### src/rtl/word_aligner_if.sv
`default_nettype none
// ============================================================================
//  Module      : word_aligner_if
//  Description : Serial-in / aligned-word-out bundle for word_aligner.
//                err_cnt is present only when WORD_ALIGNER_ERR_CNT_EN is
//                defined.
//  Revision    : 1.0 - initial release
// ============================================================================
interface word_aligner_if;
    logic        data_in;
    logic [31:0] data_out;
    logic        data_valid;
    logic        locked;
    logic        sync_err;
`ifdef WORD_ALIGNER_ERR_CNT_EN
    logic [15:0] err_cnt;

    modport master (output data_in, input data_out, data_valid, locked, sync_err, err_cnt);
    modport slave  (input data_in, output data_out, data_valid, locked, sync_err, err_cnt);
`else
    modport master (output data_in, input data_out, data_valid, locked, sync_err);
    modport slave  (input data_in, output data_out, data_valid, locked, sync_err);
`endif
endinterface
`default_nettype wire

### src/rtl/word_aligner.sv
`default_nettype none
// ============================================================================
//  Module      : word_aligner
//  Description : Serial frame aligner. Hunts for SYNC_WORD on a 1-bit line,
//                verifies LOCK_CNT consecutive syncs, then emits each of the
//                FRAME_WORDS payload words per frame as 32-bit words.
//                Optional macro WORD_ALIGNER_ERR_CNT_EN adds a saturating
//                16-bit sync-error counter (err_cnt).
//  Revision    : 1.0 - initial release
// ============================================================================
module word_aligner #(
    parameter logic [31:0] SYNC_WORD   = 32'hA5C3_3C5A,
    parameter int          FRAME_WORDS = 4,
    parameter int          LOCK_CNT    = 3,
    parameter int          UNLOCK_CNT  = 2
) (
    input  wire           clk,
    input  wire           rst,
    word_aligner_if.slave bus
);

    localparam logic [7:0] c_LAST_SLOT = 8'(FRAME_WORDS);
    localparam logic [3:0] c_LOCK      = 4'(LOCK_CNT);
    localparam logic [3:0] c_UNLOCK    = 4'(UNLOCK_CNT);

    typedef enum logic [1:0] {
        S_HUNT   = 2'd0,
        S_VERIFY = 2'd1,
        S_LOCKED = 2'd2
    } state_t;

    state_t      r_state, w_state_nxt;
    logic [31:0] r_sh;
    logic [4:0]  r_bit_cnt, w_bit_cnt_nxt;
    logic [7:0]  r_slot_cnt, w_slot_nxt;
    logic [3:0]  r_good, w_good_nxt;
    logic [3:0]  r_bad, w_bad_nxt;
    logic [31:0] r_data_out;
    logic        r_valid, r_locked, r_sync_err;

    logic [31:0] w_word;
    logic        w_match, w_boundary, w_sync_slot;
    logic        w_emit, w_err, w_to_hunt;

    // The candidate word includes the bit being sampled this cycle.
    assign w_word      = {r_sh[30:0], bus.data_in};
    assign w_match     = (w_word == SYNC_WORD);
    assign w_boundary  = (r_bit_cnt == 5'd31);
    assign w_sync_slot = (r_slot_cnt == 8'd0);

    // Next-state and counter update; a HUNT entry clears all frame counters.
    always_comb begin
        w_state_nxt   = r_state;
        w_bit_cnt_nxt = r_bit_cnt;
        w_slot_nxt    = r_slot_cnt;
        w_good_nxt    = r_good;
        w_bad_nxt     = r_bad;
        w_emit        = 1'b0;
        w_err         = 1'b0;
        w_to_hunt     = 1'b0;

        if (r_state != S_HUNT) begin
            w_bit_cnt_nxt = r_bit_cnt + 5'd1;
            if (w_boundary) begin
                w_slot_nxt = (r_slot_cnt == c_LAST_SLOT) ? 8'd0 : r_slot_cnt + 8'd1;
            end
        end

        case (r_state)
            S_HUNT: begin
                if (w_match) begin
                    w_state_nxt   = S_VERIFY;
                    w_bit_cnt_nxt = 5'd0;
                    w_slot_nxt    = 8'd1;
                    w_good_nxt    = 4'd1;
                    w_bad_nxt     = 4'd0;
                end
            end
            S_VERIFY: begin
                if (w_boundary && w_sync_slot) begin
                    if (w_match) begin
                        w_good_nxt = r_good + 4'd1;
                        if ((r_good + 4'd1) >= c_LOCK) begin
                            w_state_nxt = S_LOCKED;
                            w_bad_nxt   = 4'd0;
                        end
                    end else begin
                        w_err     = 1'b1;
                        w_to_hunt = 1'b1;
                    end
                end
            end
            S_LOCKED: begin
                if (w_boundary) begin
                    if (!w_sync_slot) begin
                        w_emit = 1'b1;
                    end else if (w_match) begin
                        w_bad_nxt = 4'd0;
                    end else begin
                        // Bad sync keeps alignment; only repeated misses drop lock.
                        w_err = 1'b1;
                        if ((r_bad + 4'd1) >= c_UNLOCK) begin
                            w_to_hunt = 1'b1;
                        end else begin
                            w_bad_nxt = r_bad + 4'd1;
                        end
                    end
                end
            end
            default: w_to_hunt = 1'b1;
        endcase

        if (w_to_hunt) begin
            w_state_nxt   = S_HUNT;
            w_bit_cnt_nxt = 5'd0;
            w_slot_nxt    = 8'd0;
            w_good_nxt    = 4'd0;
            w_bad_nxt     = 4'd0;
        end
    end

    // State and frame-position registers.
    always_ff @(posedge clk or posedge rst) begin
        if (rst) begin
            r_state    <= S_HUNT;
            r_bit_cnt  <= 5'd0;
            r_slot_cnt <= 8'd0;
            r_good     <= 4'd0;
            r_bad      <= 4'd0;
        end else begin
            r_state    <= w_state_nxt;
            r_bit_cnt  <= w_bit_cnt_nxt;
            r_slot_cnt <= w_slot_nxt;
            r_good     <= w_good_nxt;
            r_bad      <= w_bad_nxt;
        end
    end

    // Line shift register; only reset clears it.
    always_ff @(posedge clk or posedge rst) begin
        if (rst) begin
            r_sh <= 32'd0;
        end else begin
            r_sh <= w_word;
        end
    end

    // Registered outputs: strobes last one cycle, data_out holds between words.
    always_ff @(posedge clk or posedge rst) begin
        if (rst) begin
            r_data_out <= 32'd0;
            r_valid    <= 1'b0;
            r_sync_err <= 1'b0;
            r_locked   <= 1'b0;
        end else begin
            r_valid    <= w_emit;
            r_sync_err <= w_err;
            r_locked   <= (w_state_nxt == S_LOCKED);
            if (w_emit) begin
                r_data_out <= w_word;
            end
        end
    end

    assign bus.data_out   = r_data_out;
    assign bus.data_valid = r_valid;
    assign bus.locked     = r_locked;
    assign bus.sync_err   = r_sync_err;

`ifdef WORD_ALIGNER_ERR_CNT_EN
    logic [15:0] r_err_cnt;

    // Saturating count of sync errors, cleared only by reset.
    always_ff @(posedge clk or posedge rst) begin
        if (rst) begin
            r_err_cnt <= 16'd0;
        end else if (w_err && (r_err_cnt != 16'hFFFF)) begin
            r_err_cnt <= r_err_cnt + 16'd1;
        end
    end

    assign bus.err_cnt = r_err_cnt;
`endif

endmodule
`default_nettype wire

### src/flat_wrapper.sv
// flat-port wrapper written by rule: the top's interface ports become plain ports
module word_aligner_flat 
#(
    parameter logic [31:0] SYNC_WORD   = 32'hA5C3_3C5A,
    parameter int          FRAME_WORDS = 4,
    parameter int          LOCK_CNT    = 3,
    parameter int          UNLOCK_CNT  = 2
)
  (clk, rst, bus_data_in, bus_data_out, bus_data_valid, bus_locked, bus_sync_err);
  word_aligner_if bus_i ();
  input  wire clk;
  input  wire rst;
  input wire logic [$bits(bus_i.data_in)-1:0] bus_data_in;
  output wire logic [$bits(bus_i.data_out)-1:0] bus_data_out;
  output wire logic [$bits(bus_i.data_valid)-1:0] bus_data_valid;
  output wire logic [$bits(bus_i.locked)-1:0] bus_locked;
  output wire logic [$bits(bus_i.sync_err)-1:0] bus_sync_err;
  assign bus_i.data_in = bus_data_in;
  assign bus_data_out = bus_i.data_out;
  assign bus_data_valid = bus_i.data_valid;
  assign bus_locked = bus_i.locked;
  assign bus_sync_err = bus_i.sync_err;
  word_aligner #(.SYNC_WORD(SYNC_WORD), .FRAME_WORDS(FRAME_WORDS), .LOCK_CNT(LOCK_CNT), .UNLOCK_CNT(UNLOCK_CNT)) u_core (.clk(clk), .rst(rst), .bus(bus_i));
endmodule
### config.mk
export PLATFORM = sky130hd
export DESIGN_NAME = word_aligner_flat
export DESIGN_NICKNAME = d
export VERILOG_FILES = /design/src/rtl/word_aligner_if.sv /design/src/rtl/word_aligner.sv /design/src/flat_wrapper.sv
export SDC_FILE = /design/constraint.sdc
export NUM_CORES = 1
export LEC_CHECK = 0
export BUFFER_PORTS_ARGS = -buffer_cell sky130_fd_sc_hd__buf_2
export CELL_PAD_IN_SITES_DETAIL_PLACEMENT = 0
export CELL_PAD_IN_SITES_GLOBAL_PLACEMENT = 2
export CORE_ASPECT_RATIO = 0.9
export CORE_MARGIN = 4
export CORE_UTILIZATION = 43
export CTS_CLUSTER_SIZE = 14
export DETAILED_ROUTE_END_ITERATION = 6
export PLACE_DENSITY = 0.94
export SYNTH_ARGS = -nofsm -noshare
export SYNTH_HDL_FRONTEND = slang
export SYNTH_SLANG_ARGS = --single-unit
### constraint.sdc
create_clock -name clk -period 4.6 [get_ports clk]
set_input_delay 0.92 -clock clk [delete_from_list [all_inputs] [get_ports clk]]
set_output_delay 0.92 -clock clk [all_outputs]
set_load 0.05 [all_outputs]
==> impl_results.md <==
* Crit path launch: u_core.r_bit_cnt[0]$_DFF_PP0_
* WL/cell at 15.42 um
* Dpl cell area at 0.003970 mm^2
* Primary FF master, synth: dfrtp_1
* Post-synth cell types at 55
* Critical Path Fanout Max at 7
* Area growth from synthesis to layout at 13.36%
* Die area at 0.01006 mm^2
* Finished Cell Area at 0.004151 mm^2
* Ratio of cells with drive above 1 in the final layout at 31.00%
* Post-synth EDFFs at 0
* Final critical-path share of the clock period at 58.16%
* Seq cells post-synth at 89
* Comb power frac at 5.2%
* Fmax at 373.8 MHz
* Syn_area_per_cell at 12.94 um^2
* Final setup TNS at 0 ns
* Pre-CTS setup slack at 1.755 ns
* Crit path launch type: flip-flop
* Fin crit period at 2.675 ns
* Die Width at 105.3 um
* Worst VDD drop at 0.0002015 V
* Antenna violations before repair at 0
* Routability congestion estimate from global placement at 0.8553
* Flop pwr share at 59.2%
* Initial DRC count at 102
* GRT overflow at 0
* Synthesized net count at 298
* Seq/Total Area, Yosys at 60.81%
* Slew @ Worst Pin at 1.133 ns
* Number of port buffers at 37
* Hold slack at 0.3948 ns
* Ys async rst share at 100.0%
* Skew-Pair Late Insertion Delay at 0.35 ns
* Via count at 2329
* Starting density of the core at 44.75%
* Yosys warns at 0
* Most frequent cells in the layout: dfrtp_1 (89), buf_2 (37), mux2_2 (32)
* Slew headroom at 24.30%
* Die height at 95.55 um
* Core Area at 0.008184 mm^2
* Crit Path Category: reg2reg
* Final worst setup slack at 1.925 ns
* Final Max Tran Viols at 0
* Synth Cell Area at 0.003662 mm^2
* Post-CTS Resized at 0
* NetSw at 0.3499 mW
* Number of global-route vias before repair at 2388
* Status: finished, final reports clean
* First drt pass iteration count at 4
* Nets@finish at 339
* GRT Total Usage at 14.87%
* FF-to-FF Start: u_core.r_bit_cnt[0]$_DFF_PP0_
* Antenna Nets Post-Route at 0
* Post-CTS setup buffer count at 0
* # DRC at 0
* Worst EP arrival at 2.95 ns
* P_int at 1.037 mW
* Final setup vio count at 0
* Clock power frac at 35.6%
* Commonest non-fill, non-tap cell in the layout: dfrtp_1
* Pin count of the biggest net entering global routing at 61
* I/O pin cnt at 38
* Final Hold Viols at 0
* Antenna Cells at 0
* Fin util at 50.73%
* CTS tree: built
* Clk buf depth at 2
* Reg2reg setup slack at 1.92 ns
* Sw Share at 25.23%
* CTS clock-pin slew for the worst setup and hold paths at 0.09 ns
* First-pass GRT wire length at 11940 um
* Drt total wl at 6845 um
* Power per cell area at 334.1 mW/mm^2
* Worst clock skew at 0.009622 ns
* RSZ-0062 raised after global routing: no
* Cells after synthesis at 283
* CTS buffer count at 9
* Crit end category: flip-flop
* Reg2reg path depth at 9
* Termination of the worst setup path: u_core.r_good[2]$_DFFE_PP0P_
* Clock Sinks at 89
* Hpwl dp at 4684 um
* H-tree levels at 3
* Min-Delay Path Class: reg2reg
* Rows at 31
* Cts hold-fix bufs at 0
* Routed vias/inst at 5.245
* Max-Cap Viols at 0
* WP data required at 4.88 ns
* Clk root buf: clkbuf_8
* Lkg Pwr at 1.869 nW
* Worst R2R End: u_core.r_good[2]$_DFFE_PP0P_
==> registers in the layout (all words and copies together), names as in the netlist, 2 cells and up <==
register	count
u_core.r_slot_cnt	8
u_core.bus.data_out	32
u_core.r_state	2
u_core.r_good	4
u_core.r_sh	31
u_core.r_bad	4
u_core.r_bit_cnt	5
==> cell type report <==
cell class	count	area, um^2
Fill cell	734	4033
Clock buffer	11	141.4
Multi-Input combinational cell	173	1356
Clock inverter	5	40.04
Inverter	13	50.05
Tap cell	115	143.9
Sequential cell	89	2227
Timing Repair Buffer	38	192.7
==> worst max-delay path, cell delays in order, from the launching register on <==
cell and delay [ns]:
dfrtp_1 0.42, ha_1 0.21, and3_1 0.17, ha_1 0.29, nor4bb_1 0.35, nand2_1 0.24, nor3_1 0.24, nand2_1 0.17
or4_1 0.43, nand3_1 0.09
==> power groups by stage <==
stage          Clock (mW)  Sequential [mW]  Combinational, mW
4_1_cts             0.508            0.821             0.0742
3_5_place_dp            0            0.836             0.0742
6_report            0.494            0.820             0.0722
2_1_floorplan           0            0.865             0.0222
3_3_place_gp            0            0.835             0.0733
5_1_grt             0.541            0.825             0.0787
==> layer usage <==
metal / track usage (%) / part of all wire (%) / up-vias
li1: - / - / 1098
met1: 20.93 / 50 / 1177
met2: 22.51 / 44 / 48
met3: 4.875 / 4.6 / 6
met4: 3.388 / 0.99 / 0
met5: 0 / 0 / -
==> through the flow <==
stage	std cells	power, mW
after global routing	444	1.445
after global placement	428	0.9083
final	444	1.387
after floorplan	283	0.8875
after CTS	444	1.403
after detailed placement	428	0.9101
==> cell families (layout without fill, tap and decap cells) <==
| group | after synthesis | after routing | share of synthesized area, % |
|---|---|---|---|
| DFF | 89 | 89 | 60.81 |
| and+or+nand+nor | 78 | 78 | 13.15 |
| AOI/OAI and AO/OA | 45 | 45 | 8.131 |
| muxes | 34 | 34 | 10.39 |
| buffers and inverters | 21 | 67 | 2.459 |
| adders and majority gates | 12 | 12 | 4.100 |
| xor gates and xnor gates | 4 | 4 | 0.9568 |
==> synthesized netlist by cell type (all sizes together), types with 3 or more instances <==
library cell / count / share of area (%)
o21ai: 9 / 1.2
nor2: 20 / 2.0
inv: 12 / 1.2
nand2: 10 / 1.0
clkbuf: 5 / 0.55
or3b: 3 / 0.72
nand3b: 3 / 0.61
and4: 3 / 0.75
a21oi: 13 / 1.8
nand4: 4 / 0.68
dfrtp: 89 / 61
a31oi: 3 / 0.51
nand3: 3 / 0.41
mux2: 32 / 9.8
xnor2: 3 / 0.72
nor4bb: 4 / 1.1
buf: 3 / 0.58
nor3: 6 / 0.82
ha: 12 / 4.1
nor4: 4 / 1.0
==> worst min-delay path by stage <==
| stage | end | slack [ns] | cells past startpoint | startpoint |
|---|---|---|---|---|
| global route | u_core.r_sh[16]$_DFF_PP0_ | 0.42 | 0 | u_core.r_sh[15]$_DFF_PP0_ |
| finish | u_core.r_sh[23]$_DFF_PP0_ | 0.39 | 0 | u_core.r_sh[22]$_DFF_PP0_ |
| CTS | u_core.r_sh[23]$_DFF_PP0_ | 0.39 | 0 | u_core.r_sh[22]$_DFF_PP0_ |
| floorplan | u_core.r_sh[1]$_DFF_PP0_ | 0.36 | 0 | u_core.r_sh[0]$_DFF_PP0_ |
| detailed placement | u_core.r_sh[23]$_DFF_PP0_ | 0.37 | 0 | u_core.r_sh[22]$_DFF_PP0_ |
| global placement | u_core.r_sh[23]$_DFF_PP0_ | 0.37 | 0 | u_core.r_sh[22]$_DFF_PP0_ |
No activity file was read; power rests on OpenSTA's default activity.
